--- config.mk ---
export PLATFORM = sky130hd
export DESIGN_NAME = kd_query_scheduler
export DESIGN_NICKNAME = d
export VERILOG_FILES = /design/src/rtl/kd_query_scheduler.sv
export SDC_FILE = /design/constraint.sdc
export NUM_CORES = 1
export LEC_CHECK = 0
export BUFFER_PORTS_ARGS = -buffer_cell sky130_fd_sc_hd__clkbuf_2
export CAP_MARGIN = 25
export CELL_PAD_IN_SITES_DETAIL_PLACEMENT = 1
export CELL_PAD_IN_SITES_GLOBAL_PLACEMENT = 1
export CORE_MARGIN = 10
export CORE_UTILIZATION = 38
export CTS_CLUSTER_SIZE = 12
export DETAILED_ROUTE_END_ITERATION = 10
export HOLD_SLACK_MARGIN = 0.08
export PLACE_DENSITY_LB_ADDON = 0.1
export SYNTH_ARGS = -nofsm -noshare
export SYNTH_HDL_FRONTEND = slang
export SYNTH_SLANG_ARGS = --single-unit
export TNS_END_PERCENT = 20
--- constraint.sdc ---
create_clock -name wclk -period 11.9 [get_ports wclk]
set_clock_uncertainty 0.1 [all_clocks]
set_input_delay 2.975 -clock wclk [delete_from_list [all_inputs] [get_ports wclk]]
set_output_delay 2.975 -clock wclk [all_outputs]
set_load 0.05 [all_outputs]
--- src/rtl/kd_query_scheduler.sv ---
// Load/query sequencer for the kd-tree search block: counts node words during load,
// then shares the two patch lanes among NREQ requesters and routes leaf results back.
module kd_query_scheduler #(
  parameter int NREQ          = 4,
  parameter int PATCH_WIDTH   = 55,
  parameter int ADDRESS_WIDTH = 8,
  parameter int NUM_NODES     = 255,
  parameter int MAX_OUT       = 4
) (
  input  logic                            wclk,
  input  logic                            wrst_n,
  input  logic                            start_load,
  input  logic                            node_valid,
  output logic                            fsm_enable,
  output logic                            load_done,
  input  logic [NREQ-1:0]                 req_valid,
  input  logic [NREQ*PATCH_WIDTH-1:0]     req_patch,
  output logic [NREQ-1:0]                 req_ready,
  output logic                            patch_en,
  output logic [PATCH_WIDTH-1:0]          patch_in,
  output logic                            patch_two_en,
  output logic [PATCH_WIDTH-1:0]          patch_in_two,
  input  logic                            leaf_valid,
  input  logic [ADDRESS_WIDTH-1:0]        leaf_index,
  input  logic                            leaf_two_valid,
  input  logic [ADDRESS_WIDTH-1:0]        leaf_index_two,
  output logic                            resp_a_valid,
  output logic [$clog2(NREQ)-1:0]         resp_a_id,
  output logic [ADDRESS_WIDTH-1:0]        resp_a_index,
  output logic                            resp_b_valid,
  output logic [$clog2(NREQ)-1:0]         resp_b_id,
  output logic [ADDRESS_WIDTH-1:0]        resp_b_index,
  output logic                            busy,
  output logic                            rsp_err
);

  localparam int IDW  = $clog2(NREQ);
  localparam int CW   = $clog2(NUM_NODES + 1);
  localparam int PTRW = (MAX_OUT > 1) ? $clog2(MAX_OUT) : 1;
  localparam int OW   = $clog2(MAX_OUT + 1);

  localparam logic [1:0] ST_IDLE  = 2'd0;
  localparam logic [1:0] ST_LOAD  = 2'd1;
  localparam logic [1:0] ST_QUERY = 2'd2;

  logic [1:0]    state_q, state_d;
  logic [CW-1:0] node_cnt_q, node_cnt_d;
  logic          fsm_en_q, fsm_en_d;
  logic          load_done_q, load_done_d;
  logic [IDW-1:0] rr_ptr_q, rr_ptr_d;

  logic [1:0]            push, pop_req, pop_ok, lane_empty, lane_room;
  logic [1:0][IDW-1:0]   push_id, head_id;

  logic [PATCH_WIDTH-1:0] patch_arr [NREQ];

  function automatic logic [PTRW-1:0] ptr_inc(input logic [PTRW-1:0] p);
    return (p == PTRW'(MAX_OUT - 1)) ? '0 : p + 1'b1;
  endfunction

  genvar gi;
  generate
    for (gi = 0; gi < NREQ; gi++) begin : g_patch
      assign patch_arr[gi] = req_patch[gi*PATCH_WIDTH +: PATCH_WIDTH];
    end
  endgenerate

  // One in-order tag FIFO per lane holding the requester id of each issued patch.
  generate
    for (gi = 0; gi < 2; gi++) begin : g_lane
      logic [IDW-1:0]  mem_q [MAX_OUT];
      logic [PTRW-1:0] wr_q, rd_q;
      logic [OW-1:0]   cnt_q;

      always_ff @(posedge wclk) begin
        if (!wrst_n) begin
          wr_q  <= '0;
          rd_q  <= '0;
          cnt_q <= '0;
          for (int i = 0; i < MAX_OUT; i++) mem_q[i] <= '0;
        end else begin
          if (push[gi]) begin
            mem_q[wr_q] <= push_id[gi];
            wr_q        <= ptr_inc(wr_q);
          end
          if (pop_ok[gi]) rd_q <= ptr_inc(rd_q);
          if (push[gi] && !pop_ok[gi])      cnt_q <= cnt_q + 1'b1;
          else if (!push[gi] && pop_ok[gi]) cnt_q <= cnt_q - 1'b1;
        end
      end

      assign head_id[gi]    = mem_q[rd_q];
      assign lane_empty[gi] = (cnt_q == '0);
      // Room uses the pre-edge count, so a same-edge pop never frees a slot early.
      assign lane_room[gi]  = (cnt_q < OW'(MAX_OUT));
      assign pop_ok[gi]     = pop_req[gi] & ~lane_empty[gi];
    end
  endgenerate

  assign pop_req = {leaf_two_valid, leaf_valid};

  logic           first_found, second_found;
  logic [IDW-1:0] first_id, second_id, scan_idx;

  always_comb begin
    first_found  = 1'b0;
    second_found = 1'b0;
    first_id     = '0;
    second_id    = '0;
    scan_idx     = '0;
    for (int k = 0; k < NREQ; k++) begin
      scan_idx = rr_ptr_q + IDW'(k);
      if (req_valid[scan_idx]) begin
        if (!first_found) begin
          first_found = 1'b1;
          first_id    = scan_idx;
        end else if (!second_found) begin
          second_found = 1'b1;
          second_id    = scan_idx;
        end
      end
    end
  end

  logic           grant_a, grant_b;
  logic [IDW-1:0] id_a, id_b;

  always_comb begin
    grant_a   = 1'b0;
    grant_b   = 1'b0;
    id_a      = first_id;
    id_b      = first_id;
    req_ready = '0;
    rr_ptr_d  = rr_ptr_q;
    if (state_q == ST_QUERY && first_found) begin
      if (lane_room[0]) begin
        grant_a = 1'b1;
        if (lane_room[1] && second_found) begin
          grant_b = 1'b1;
          id_b    = second_id;
        end
      end else if (lane_room[1]) begin
        grant_b = 1'b1;
      end
    end
    if (grant_a) req_ready[id_a] = 1'b1;
    if (grant_b) req_ready[id_b] = 1'b1;
    // Lane B's grant is always the later one in scan order when both fire.
    if (grant_b)      rr_ptr_d = id_b + 1'b1;
    else if (grant_a) rr_ptr_d = id_a + 1'b1;
  end

  assign push    = {grant_b, grant_a};
  assign push_id = {id_b, id_a};

  always_comb begin
    state_d     = state_q;
    node_cnt_d  = node_cnt_q;
    fsm_en_d    = fsm_en_q;
    load_done_d = 1'b0;
    case (state_q)
      ST_IDLE: begin
        if (start_load) begin
          state_d    = ST_LOAD;
          node_cnt_d = '0;
          fsm_en_d   = 1'b1;
        end
      end
      ST_LOAD: begin
        if (node_valid) begin
          if (node_cnt_q == CW'(NUM_NODES - 1)) begin
            state_d     = ST_QUERY;
            node_cnt_d  = '0;
            fsm_en_d    = 1'b0;
            load_done_d = 1'b1;
          end else begin
            node_cnt_d = node_cnt_q + 1'b1;
          end
        end
      end
      ST_QUERY: begin
        if (start_load && (&lane_empty)) begin
          state_d    = ST_LOAD;
          node_cnt_d = '0;
          fsm_en_d   = 1'b1;
        end
      end
      default: begin
        state_d  = ST_IDLE;
        fsm_en_d = 1'b0;
      end
    endcase
  end

  logic                     patch_en_q, patch_two_en_q;
  logic [PATCH_WIDTH-1:0]   patch_a_q, patch_b_q;
  logic                     resp_a_valid_q, resp_b_valid_q;
  logic [IDW-1:0]           resp_a_id_q, resp_b_id_q;
  logic [ADDRESS_WIDTH-1:0] resp_a_idx_q, resp_b_idx_q;
  logic                     rsp_err_q;

  always_ff @(posedge wclk) begin
    if (!wrst_n) begin
      state_q        <= ST_IDLE;
      node_cnt_q     <= '0;
      fsm_en_q       <= 1'b0;
      load_done_q    <= 1'b0;
      rr_ptr_q       <= '0;
      patch_en_q     <= 1'b0;
      patch_two_en_q <= 1'b0;
      patch_a_q      <= '0;
      patch_b_q      <= '0;
      resp_a_valid_q <= 1'b0;
      resp_b_valid_q <= 1'b0;
      resp_a_id_q    <= '0;
      resp_b_id_q    <= '0;
      resp_a_idx_q   <= '0;
      resp_b_idx_q   <= '0;
      rsp_err_q      <= 1'b0;
    end else begin
      state_q        <= state_d;
      node_cnt_q     <= node_cnt_d;
      fsm_en_q       <= fsm_en_d;
      load_done_q    <= load_done_d;
      rr_ptr_q       <= rr_ptr_d;
      patch_en_q     <= grant_a;
      patch_two_en_q <= grant_b;
      if (grant_a) patch_a_q <= patch_arr[id_a];
      if (grant_b) patch_b_q <= patch_arr[id_b];
      resp_a_valid_q <= pop_ok[0];
      resp_b_valid_q <= pop_ok[1];
      if (pop_ok[0]) begin
        resp_a_id_q  <= head_id[0];
        resp_a_idx_q <= leaf_index;
      end
      if (pop_ok[1]) begin
        resp_b_id_q  <= head_id[1];
        resp_b_idx_q <= leaf_index_two;
      end
      rsp_err_q <= rsp_err_q | (|(pop_req & lane_empty));
    end
  end

  assign fsm_enable   = fsm_en_q;
  assign load_done    = load_done_q;
  assign patch_en     = patch_en_q;
  assign patch_in     = patch_a_q;
  assign patch_two_en = patch_two_en_q;
  assign patch_in_two = patch_b_q;
  assign resp_a_valid = resp_a_valid_q;
  assign resp_a_id    = resp_a_id_q;
  assign resp_a_index = resp_a_idx_q;
  assign resp_b_valid = resp_b_valid_q;
  assign resp_b_id    = resp_b_id_q;
  assign resp_b_index = resp_b_idx_q;
  assign busy         = (state_q != ST_QUERY) | ~(&lane_empty);
  assign rsp_err      = rsp_err_q;

endmodule
==> summary.md, run 1 <==
| Metric | Value |
|---|---|
| Post-CTS setup buffers | 0 |
| Synthesis-stage register bit count | 179 |
| RSZ-0062 raised after global routing | no |
| Tmin final | 9.20 ns |
| Nets | 1951 |
| Switching Share | 33.6% |
| Initial antenna violation count | 5 |
| Wire length per cell | 21.2 um |
| Post-synth EDFFs | 16 |
| Worst-Skew Late Latency | 0.43 ns |
| Startpoint types | primary input |
| Post-Synthesis Cell Area | 0.0105 mm2 |
| Design Area, Final | 0.0131 mm2 |
| Largest net degree at the start of global routing | 90 |
| Max Slew Vio Count | 0 |
| First-pass GRT wire length | 68900 um |
| Placed cell areas | 0.0125 mm2 |
| Core outline area | 0.0271 mm2 |
| Int Pwr | 1.05 mW |
| Dominant combinational cell family by area after synthesis | simple AND/OR/NAND/NOR gates |
| Compound-gate portion of the synthesized area | 13.4% |
| Core Util, Final | 48.4% |
| Setup TNS | 0 ns |
| Total Routed Length | 44100 um |
| Rel. slew slack | 31.8% |
| Status | finished, final reports clean |
| Post-synth cell types | 61 |
| Number of I/O port buffers | 387 |
| Top cell type's share of synthesized area | 30.9% |
| Internal reg-to-reg setup slack | 7.55 ns |
| Area Growth Syn to Fin | 24.3% |
| Vias in the first global route | 11880 |
| Clock power frac | 37.0% |
| Final hold vios | 0 |
| Top cells by area, synth | dfxtp_1 (31%), nand2_1 (12%), mux2i_1 (11%) |
| Vias per inst | 5.51 |
| CP endpoint kind | output port |
| Worst-path cell chain | clkbuf_2, nand2_1, and3b_1, o32a_2, a22oi_2, buf_4, nand2_1, o32ai_1, clkbuf_2 |
| Number of DRC markers in iteration 0 | 707 |
| CP arrival | 6.13 ns |
| Synth async-reset ratio | 0% |
| Maximum fanout along the worst path | 56 |
| Die X | 187 um |
| Drt first pass iters | 5 |
| Required time of the worst setup path | 8.83 ns |
| Num ports | 388 |
| Worst-path cell with the longest stage delay | buf_4 |
| Simple-gate share of the synthesized area | 30.2% |
| TritonCTS buffer count | 17 |
| Final Cycle Share | 77.3% |
| Max-Cap Viols | 0 |
| Worst vdd ir | 0.0736 mV |
| Clock tree from TritonCTS | done |
| CTS Sinks | 179 |
| Clock Pin Slew Worst Setup and Hold Paths | 0.08 ns |
| Pleak | 6.23 nW |
| Leading cell type in the layout, fill and taps excluded | clkbuf_2 |
| H-tree depth | 4 |
| Hold buffer count at CTS | 0 |
| Initial Util | 38.9% |
| Final ANT Viol Nets | 0 |
| Pwr dens | 121 mW/mm2 |
| CP max stage delay | 0.75 ns |
| Placed wire-length estimate | 31900 um |
| Global route overflow | 0 |
| Adder-Cell Fraction of Synth Area | 1.66% |
| Hold WS | 0.356 ns |
| Final setup vio count | 0 |
| Measured slew at the worst slew-check pin | 1.02 ns |
| RePlAce Congestion | 0.890 |
| Share of cells above drive strength 1 | 26.9% |
| Gr usage total | 24.4% |
| Root buf cell | clkbuf_16 |
| DRC viols | 0 |
| HP Class | reg2reg |
| # rows | 60 |
| Combinational share of power | 21.9% |
| YS warnings | 0 |
| P_sw | 0.532 mW |
| # fillers | 3488 |
| Register share of total power | 41.0% |
| Final Power | 1.58 mW |
| Net Count, Synth | 1651 |
| Most frequent cells in the layout | clkbuf_2 (387), nand2_1 (350), nand3_1 (170) |
| WS Path Type | in2out |
| Vias | 11470 |
| Chip Height | 187 um |
| Post-synthesis sequential area ratio | 35.5% |
| Synth Area in XOR/XNOR | 0.914% |
| Die area | 0.0348 mm2 |
| Mapped Cells | 1393 |
| Multiplexer share of the synthesized area | 12.2% |
| Clock Path Buffers | 2 |
| Max Freq | 109 MHz |
| Top FF cell, synth | dfxtp_1 |
| Syn avg cell area | 7.57 um2 |
| Post-synth top area cell | dfxtp_1 |
| Post-CTS resize count | 0 |
==> final timing paths <==
| kind | depth (start not counted) | start | to |
|---|---|---|---|
| max reg2reg | 9 | rr_ptr_q[1]$_SDFFE_PN0P_ | patch_in_two[24]$_SDFFE_PN0N_ |
| max | 9 | req_valid[0] | req_ready[0] |
| min | 2 | resp_b_index[4]$_SDFFE_PN0P_ | resp_b_index[4]$_SDFFE_PN0P_ |
| min reg2reg | 2 | resp_b_index[4]$_SDFFE_PN0P_ | resp_b_index[4]$_SDFFE_PN0P_ |
==> synth_stat cells (all sizes together) (4+ instances only) <==
cell    instances
nand2         351
nand3         170
dfxtp         163
mux2i         115
a21oi          98
nor2           93
nor3           68
clkbuf         62
buf            61
a221o          55
o21ai          21
edfxtp         16
inv            12
ha             10
nand2b         10
or3             8
xor2            8
mux4            6
nand3b          5
nand4           5
nor2b           4
==> critical path, delay by kind of cell <==
family,cells,cell delay [ns]
simple gates,3,0.59
compound gates,3,1.14
buf+inv,3,1.41
==> cell type report <==
class,instances,area [um2],area share [%]
sequential,179,3740,28.6
clock inverter,14,149,1.14
clock buffer,18,429,3.27
multi-input combinational,1078,6190,47.2
timing repair buffer,404,2060,15.8
inverter,13,50.0,0.382
antenna,5,12.5,0.0955
tap,372,465,3.55
==> kinds of logic after synthesis <==
group / after synthesis
buffers and inverters: 136
DFF: 179
adders and majority gates: 13
AOI/OAI and AO/OA: 204
and+or+nand+nor: 729
muxes: 121
xor gates and xnor gates: 11
==> registers in the layout (all words and copies together) (netlist names), 2 cells and up <==
name          flops
g_lane.cnt_q      6
g_lane.mem_q     16
resp_a_index      8
patch_in         55
g_lane.wr_q       4
patch_in_two     55
resp_a_id         2
resp_b_index      8
resp_b_id         2
node_cnt_q        8
rr_ptr_q          2
state_q           2
g_lane.rd_q       4
==> per-stage QoR <==
stage	setup WS, ns	instances
after floorplan	2.79	1393
after global placement	2.71	2046
after detailed placement	2.63	2046
after CTS	2.62	2078
after global routing	2.50	2083
final	2.70	2083
==> power groups by stage <==
| stage | logic (mW) | clock network (mW) | registers, mW |
|---|---|---|---|
| after floorplan | 0.186 | 0 | 0.700 |
| after global placement | 0.340 | 0 | 0.662 |
| after detailed placement | 0.347 | 0 | 0.664 |
| after CTS | 0.348 | 0.600 | 0.650 |
| after global routing | 0.380 | 0.623 | 0.654 |
| final | 0.348 | 0.587 | 0.650 |
==> routing by layer <==
layer / vias up / wire length, um / track usage (%)
met2: 401 / 21000 / 40.6
met1: 5526 / 18500 / 29.2
li1: 5481 / - / -
met3: 62 / 3130 / 6.44
met5: - / 0 / 0
met4: 0 / 1410 / 9.55
Note: power is estimated with default switching activity, not from simulation.
==> run 2: changes to the inputs <==
Settings changed: CORE_UTILIZATION 38 to 32.
Clock period 11.9 ns to 7.7 ns, I/O delays scaled along.
==> run 2 against run 1 <==
Compared with the run above: non-clock buffer count up 3; routed wire length up 4.5%; first-iteration DRC count down 25%; via count down 1.6%; critical path depth up 1; cell count up 3.6%; sequential share of layout area down 0.22 points; die area up 17%; register-to-register slack worse by 3.9 ns; hold slack better by 0.0018 ns; sequential power up 54%; critical endpoint is now req_ready[2].
==> summary.md, run 2 (synthesis gave the netlist of run 1 again) <==
| Metric | Value |
|---|---|
| Required time of the worst setup path | 5.68 ns |
| Final ANT Viol Nets | 0 |
| Status | finished, final reports clean |
| Chip Height | 202 um |
| Measured slew at the worst slew-check pin | 1.02 ns |
| Post-Place Cells | 2117 |
| Nets | 1954 |
| Startpoint types | primary input |
| Wire length per cell | 21.4 um |
| Vias | 11286 |
| Hold buffer count at CTS | 0 |
| Clock power frac | 35.7% |
| Core Util, Final | 40.6% |
| Clock Path Buffers | 2 |
| Max-Cap Viols | 0 |
| Vias in the first global route | 11587 |
| Vias per inst | 5.23 |
| Final Cycle Share | 85.5% |
| Final hold vios | 0 |
| Pleak | 6.22 nW |
| Non-Filler Instances | 2157 |
| Core outline area | 0.0325 mm2 |
| Largest net degree at the start of global routing | 76 |
| CP top delay family | compound AO/OA/AOI/OAI gates |
| # fillers | 4140 |
| Drt first pass iters | 4 |
| Initial Util | 32.4% |
| Worst-Skew Late Latency | 0.45 ns |
| Clock tree from TritonCTS | done |
| Gr usage total | 21.9% |
| Initial antenna violation count | 9 |
| Max Slew Vio Count | 0 |
| CP arrival | 4.56 ns |
| Post-CTS resize count | 0 |
| WS Path Type | in2out |
| Die area | 0.0406 mm2 |
| H-tree depth | 4 |
| Worst vdd ir | 0.157 mV |
| Global route overflow | 0 |
| Number of I/O port buffers | 387 |
| Pwr dens | 180 mW/mm2 |
| Root buf cell | clkbuf_16 |
| Clock Pin Slew Worst Setup and Hold Paths | 0.07 ns |
| Most frequent cells in the layout | clkbuf_2 (387), nand2_1 (350), nand3_1 (170) |
| Final setup vio count | 0 |
| Share of cells above drive strength 1 | 27.0% |
| First-pass GRT wire length | 70500 um |
| Area Growth Syn to Fin | 25.2% |
| Final Power | 2.38 mW |
| Placed wire-length estimate | 33000 um |
| CP max stage delay | 0.59 ns |
| CP endpoint kind | output port |
| TritonCTS buffer count | 17 |
| P_sw | 0.798 mW |
| Register share of total power | 42.1% |
| RSZ-0062 raised after global routing | no |
| DRC viols | 0 |
| Rel. slew slack | 31.5% |
| Most used cell, CP | clkbuf_2 |
| CTS Sinks | 179 |
| WP buf/inv | 2 |
| # rows | 66 |
| Placed cell areas | 0.0126 mm2 |
| Max Freq | 152 MHz |
| HP Class | reg2reg |
| Die X | 202 um |
| Switching Share | 33.5% |
| Leading cell type in the layout, fill and taps excluded | clkbuf_2 |
| Total Routed Length | 46100 um |
| Setup TNS | 0 ns |
| RePlAce Congestion | 0.863 |
| Number of DRC markers in iteration 0 | 533 |
| Design Area, Final | 0.0132 mm2 |
| Combinational share of power | 22.2% |
| Tmin final | 6.58 ns |
| Int Pwr | 1.58 mW |
| Worst-path cell with the longest stage delay | mux4_2 |
| Post-CTS setup buffers | 0 |
| Worst-path cell chain | clkbuf_2, mux4_2, ha_1, nand2_1, a311oi_1, a31o_2, a21oi_1, a22oi_2, o32ai_1, clkbuf_2 |
| Num ports | 388 |
| Maximum fanout along the worst path | 23 |
==> run 2: cell types whose count changed in the layout (fill, tap and decap cells not counted), moves of 2 or more <==
cell        before  now
inv_6            8    3
clkinv_4         1    5
buf_4           17   19
inv_8            3    0
clkinvlp_4       0    3
==> run 2: power groups by stage <==
stage | sequential [mW] | combinational, mW | clock, mW
6_report | 1.00 | 0.528 | 0.851
5_1_grt | 1.01 | 0.585 | 0.917
4_1_cts | 1.00 | 0.527 | 0.878
3_5_place_dp | 1.02 | 0.525 | 0
3_3_place_gp | 1.02 | 0.518 | 0
2_1_floorplan | 1.08 | 0.287 | 0
==> run 2: final timing paths <==
path / endpoint / slack (ns) / start / depth (start not counted)
worst max-delay path: req_ready[2] / 1.12 / req_valid[3] / 10
worst min-delay path: resp_a_index[1]$_SDFFE_PN0P_ / 0.36 / resp_a_index[1]$_SDFFE_PN0P_ / 2
worst max register to register: patch_in_two[18]$_SDFFE_PN0N_ / 3.65 / rr_ptr_q[1]$_SDFFE_PN0P_ / 9
worst min register to register: resp_a_index[1]$_SDFFE_PN0P_ / 0.36 / resp_a_index[1]$_SDFFE_PN0P_ / 2
==> run 2: layer usage <==
metal / track usage, % / up-vias / routed length, um / share of wire, %
li1: - / 5498 / - / -
met1: 26.7 / 5477 / 20000 / 43
met2: 36.0 / 266 / 22200 / 48
met3: 7.33 / 39 / 3020 / 6.5
met4: 5.85 / 6 / 869 / 1.9
met5: 0 / - / 36 / 0.078
==> run 2: layout make-up <==
type	instances	area (um2)	share of cell area, %
clock inverters	13	103	0.777
inverters	13	51.3	0.388
well taps	442	553	4.19
repair buffers	407	2110	16.0
multi-input cells	1078	6190	46.9
clock buffers	19	443	3.35
diodes	6	15.0	0.114
flip-flops and latches	179	3740	28.3
==> run 2: worst min-delay path, cell delays in order, from the launching register on <==
cell	delay (ns)
dfxtp_1	0.31
nand2_1	0.05
a21oi_1	0.05
==> run 2: per-stage QoR <==
| step | hold slack, ns | setup slack [ns] |
|---|---|---|
| after floorplan | 0.354 | 0.690 |
| after global placement | 0.341 | 1.16 |
| after detailed placement | 0.348 | 1.11 |
| after CTS | 0.358 | 1.10 |
| after global routing | 0.378 | 0.921 |
| final | 0.358 | 1.12 |
==> run 3: changes to the inputs <==
Settings changed: CORE_UTILIZATION 32 to 35.
Clock period 7.7 ns to 7 ns, I/O delays scaled along.
==> run 3 against run 2 <==
Compared with the run above: first-iteration DRC count fell by 1.3%; utilization rose by 4.0 points; via count rose by 0.55%; hold slack barely moved; largest power group unchanged; register-to-register slack got worse by 1.0 ns; highest routed layer unchanged; combinational power rose by 10%; sequential cell count did not move.
==> summary.md, run 3 (synthesis gave the netlist of run 1 again) <==
| Metric | Value |
|---|---|
| Status | finished, final reports clean |
| Worst-path cell with the longest stage delay | mux4_2 |
| Design Area, Final | 0.0133 mm2 |
| TritonCTS buffer count | 17 |
| Drt first pass iters | 4 |
| WP buf/inv | 2 |
| Number of I/O port buffers | 387 |
| CTS Sinks | 179 |
| Largest net degree at the start of global routing | 82 |
| Worst-Skew Late Latency | 0.45 ns |
| Max Slew Vio Count | 0 |
| Vias in the first global route | 12043 |
| Pwr dens | 206 mW/mm2 |
| Required time of the worst setup path | 5.15 ns |
| Root buf cell | clkbuf_16 |
| Tmin final | 6.36 ns |
| Wire length per cell | 21.5 um |
| Depth of the most critical reg-to-reg path | 9 |
| Max-Cap Viols | 0 |
| Most frequent cells in the layout | clkbuf_2 (387), nand2_1 (350), nand3_1 (170) |
| Maximum fanout along the worst path | 23 |
| Final Power | 2.74 mW |
| Rel. slew slack | 34.0% |
| Initial Util | 35.5% |
| Total Routed Length | 45400 um |
| Gr usage total | 23.3% |
| Nets | 1956 |
| Final ANT Viol Nets | 0 |
| Vias per inst | 5.37 |
| Worst hold start | resp_a_index[5]$_SDFFE_PN0P_ |
| CP top delay family | compound AO/OA/AOI/OAI gates |
| RePlAce Congestion | 0.859 |
| Startpoint types | primary input |
| # rows | 63 |
| Placed wire-length estimate | 32600 um |
| Post-CTS resize count | 0 |
| Internal reg-to-reg setup slack | 2.62 ns |
| H-tree depth | 4 |
| Die X | 194 um |
| R2r startpoint | rr_ptr_q[1]$_SDFFE_PN0P_ |
| WS Path Type | in2out |
| Worst-path cell chain | clkbuf_2, mux4_2, ha_1, nand2_1, nand3_1, a31o_2, a21oi_1, a22oi_2, o32ai_1, clkbuf_2 |
| Final hold vios | 0 |
| Hold buffer count at CTS | 0 |
| Global route overflow | 0 |
| Leading cell type in the layout, fill and taps excluded | clkbuf_2 |
| Initial antenna violation count | 15 |
| RSZ-0062 raised after global routing | no |
| First-pass GRT wire length | 70600 um |
| Most used cell, CP | clkbuf_2 |
| Clock Pin Slew Worst Setup and Hold Paths | 0.07 ns |
| Max Freq | 157 MHz |
| Worst Hold Depth | 2 |
| CP max stage delay | 0.59 ns |
| Num ports | 388 |
| Measured slew at the worst slew-check pin | 0.990 ns |
| Vias | 11348 |
| Clock Path Buffers | 2 |
| Worst hold endpoint | resp_a_index[5]$_SDFFE_PN0P_ |
| RR Endpoint | patch_in_two[14]$_SDFFE_PN0N_ |
| Worst Slack Setup Final | 0.639 ns |
| Setup TNS | 0 ns |
| Die area | 0.0375 mm2 |
| Post-CTS setup buffers | 0 |
| Placed cell areas | 0.0126 mm2 |
| Area Growth Syn to Fin | 25.8% |
| # fillers | 3776 |
| Share of cells above drive strength 1 | 27.1% |
| Core outline area | 0.0297 mm2 |
| Clock tree from TritonCTS | done |
| Chip Height | 194 um |
| DRC viols | 0 |
| Number of DRC markers in iteration 0 | 526 |
| CP endpoint kind | output port |
| HP Class | reg2reg |
| Hold WS | 0.358 ns |
| Final setup vio count | 0 |
| Worst vdd ir | 0.168 mV |
| Setup Slack @ Placement | 0.692 ns |
| Final Cycle Share | 90.9% |
| CP arrival | 4.51 ns |
| Pleak | 6.28 nW |
run 3: changes by cell type in the layout (fill, tap and decap cells not counted):
cell	previous run	this run
inv_8	0	2
clkinvlp_4	3	1
buf_12	0	1
diode_2	6	11
clkinv_2	2	1
clkinv_4	5	2
bufinv_16	0	2
clkbuf_16	17	19
buf_4	19	20
clkbuf_1	1	2
inv_4	1	0
run 3: final cells by class:
| cell class | count | area (um2) | area share (%) |
|---|---|---|---|
| multi-input cells | 1078 | 6190 | 46.7 |
| flip-flops and latches | 179 | 3740 | 28.2 |
| repair buffers | 409 | 2130 | 16.1 |
| clock buffers | 22 | 497 | 3.74 |
| well taps | 390 | 488 | 3.68 |
| clock inverters | 10 | 134 | 1.01 |
| inverters | 13 | 50.0 | 0.377 |
| diodes | 11 | 27.5 | 0.208 |
run 3: through the flow:
stage,util [%],std cells
2_1_floorplan,-,1393
6_report,44.6,2112
5_1_grt,44.6,2110
3_3_place_gp,42.3,2067
4_1_cts,44.5,2100
3_5_place_dp,42.4,2068
run 3: tightest hold or removal path, stage by stage, from the launching register on:
cell and delay (ns):
dfxtp_1 0.31, nand2_1 0.05, a21oi_1 0.05
run 3: worst max-delay path by stage:
| stage | startpoint | endpoint | slack, ns | depth (start not counted) |
|---|---|---|---|---|
| after floorplan | req_valid[3] | req_ready[2] | 0.34 | 11 |
| after global placement | req_valid[3] | req_ready[2] | 0.73 | 10 |
| after detailed placement | req_valid[3] | req_ready[2] | 0.69 | 10 |
| after CTS | req_valid[3] | req_ready[2] | 0.67 | 10 |
| after global routing | req_valid[3] | req_ready[2] | 0.44 | 10 |
| final | req_valid[3] | req_ready[2] | 0.64 | 10 |
run 3: report_power, final:
group	switching, mW	total, mW	internal, mW
Clock	0.459	1.05	0.590
Combinational	0.378	0.582	0.204
Sequential	0.0332	1.10	1.07
run 3: layer usage:
layer  GRT usage [%]  wire length, um  part of all wire, %
met2            38.8            21900                   48
met3            7.35             3140                  6.9
met4            7.95             1090                  2.4
met5               0               55                 0.12
met1            27.8            19300                   42
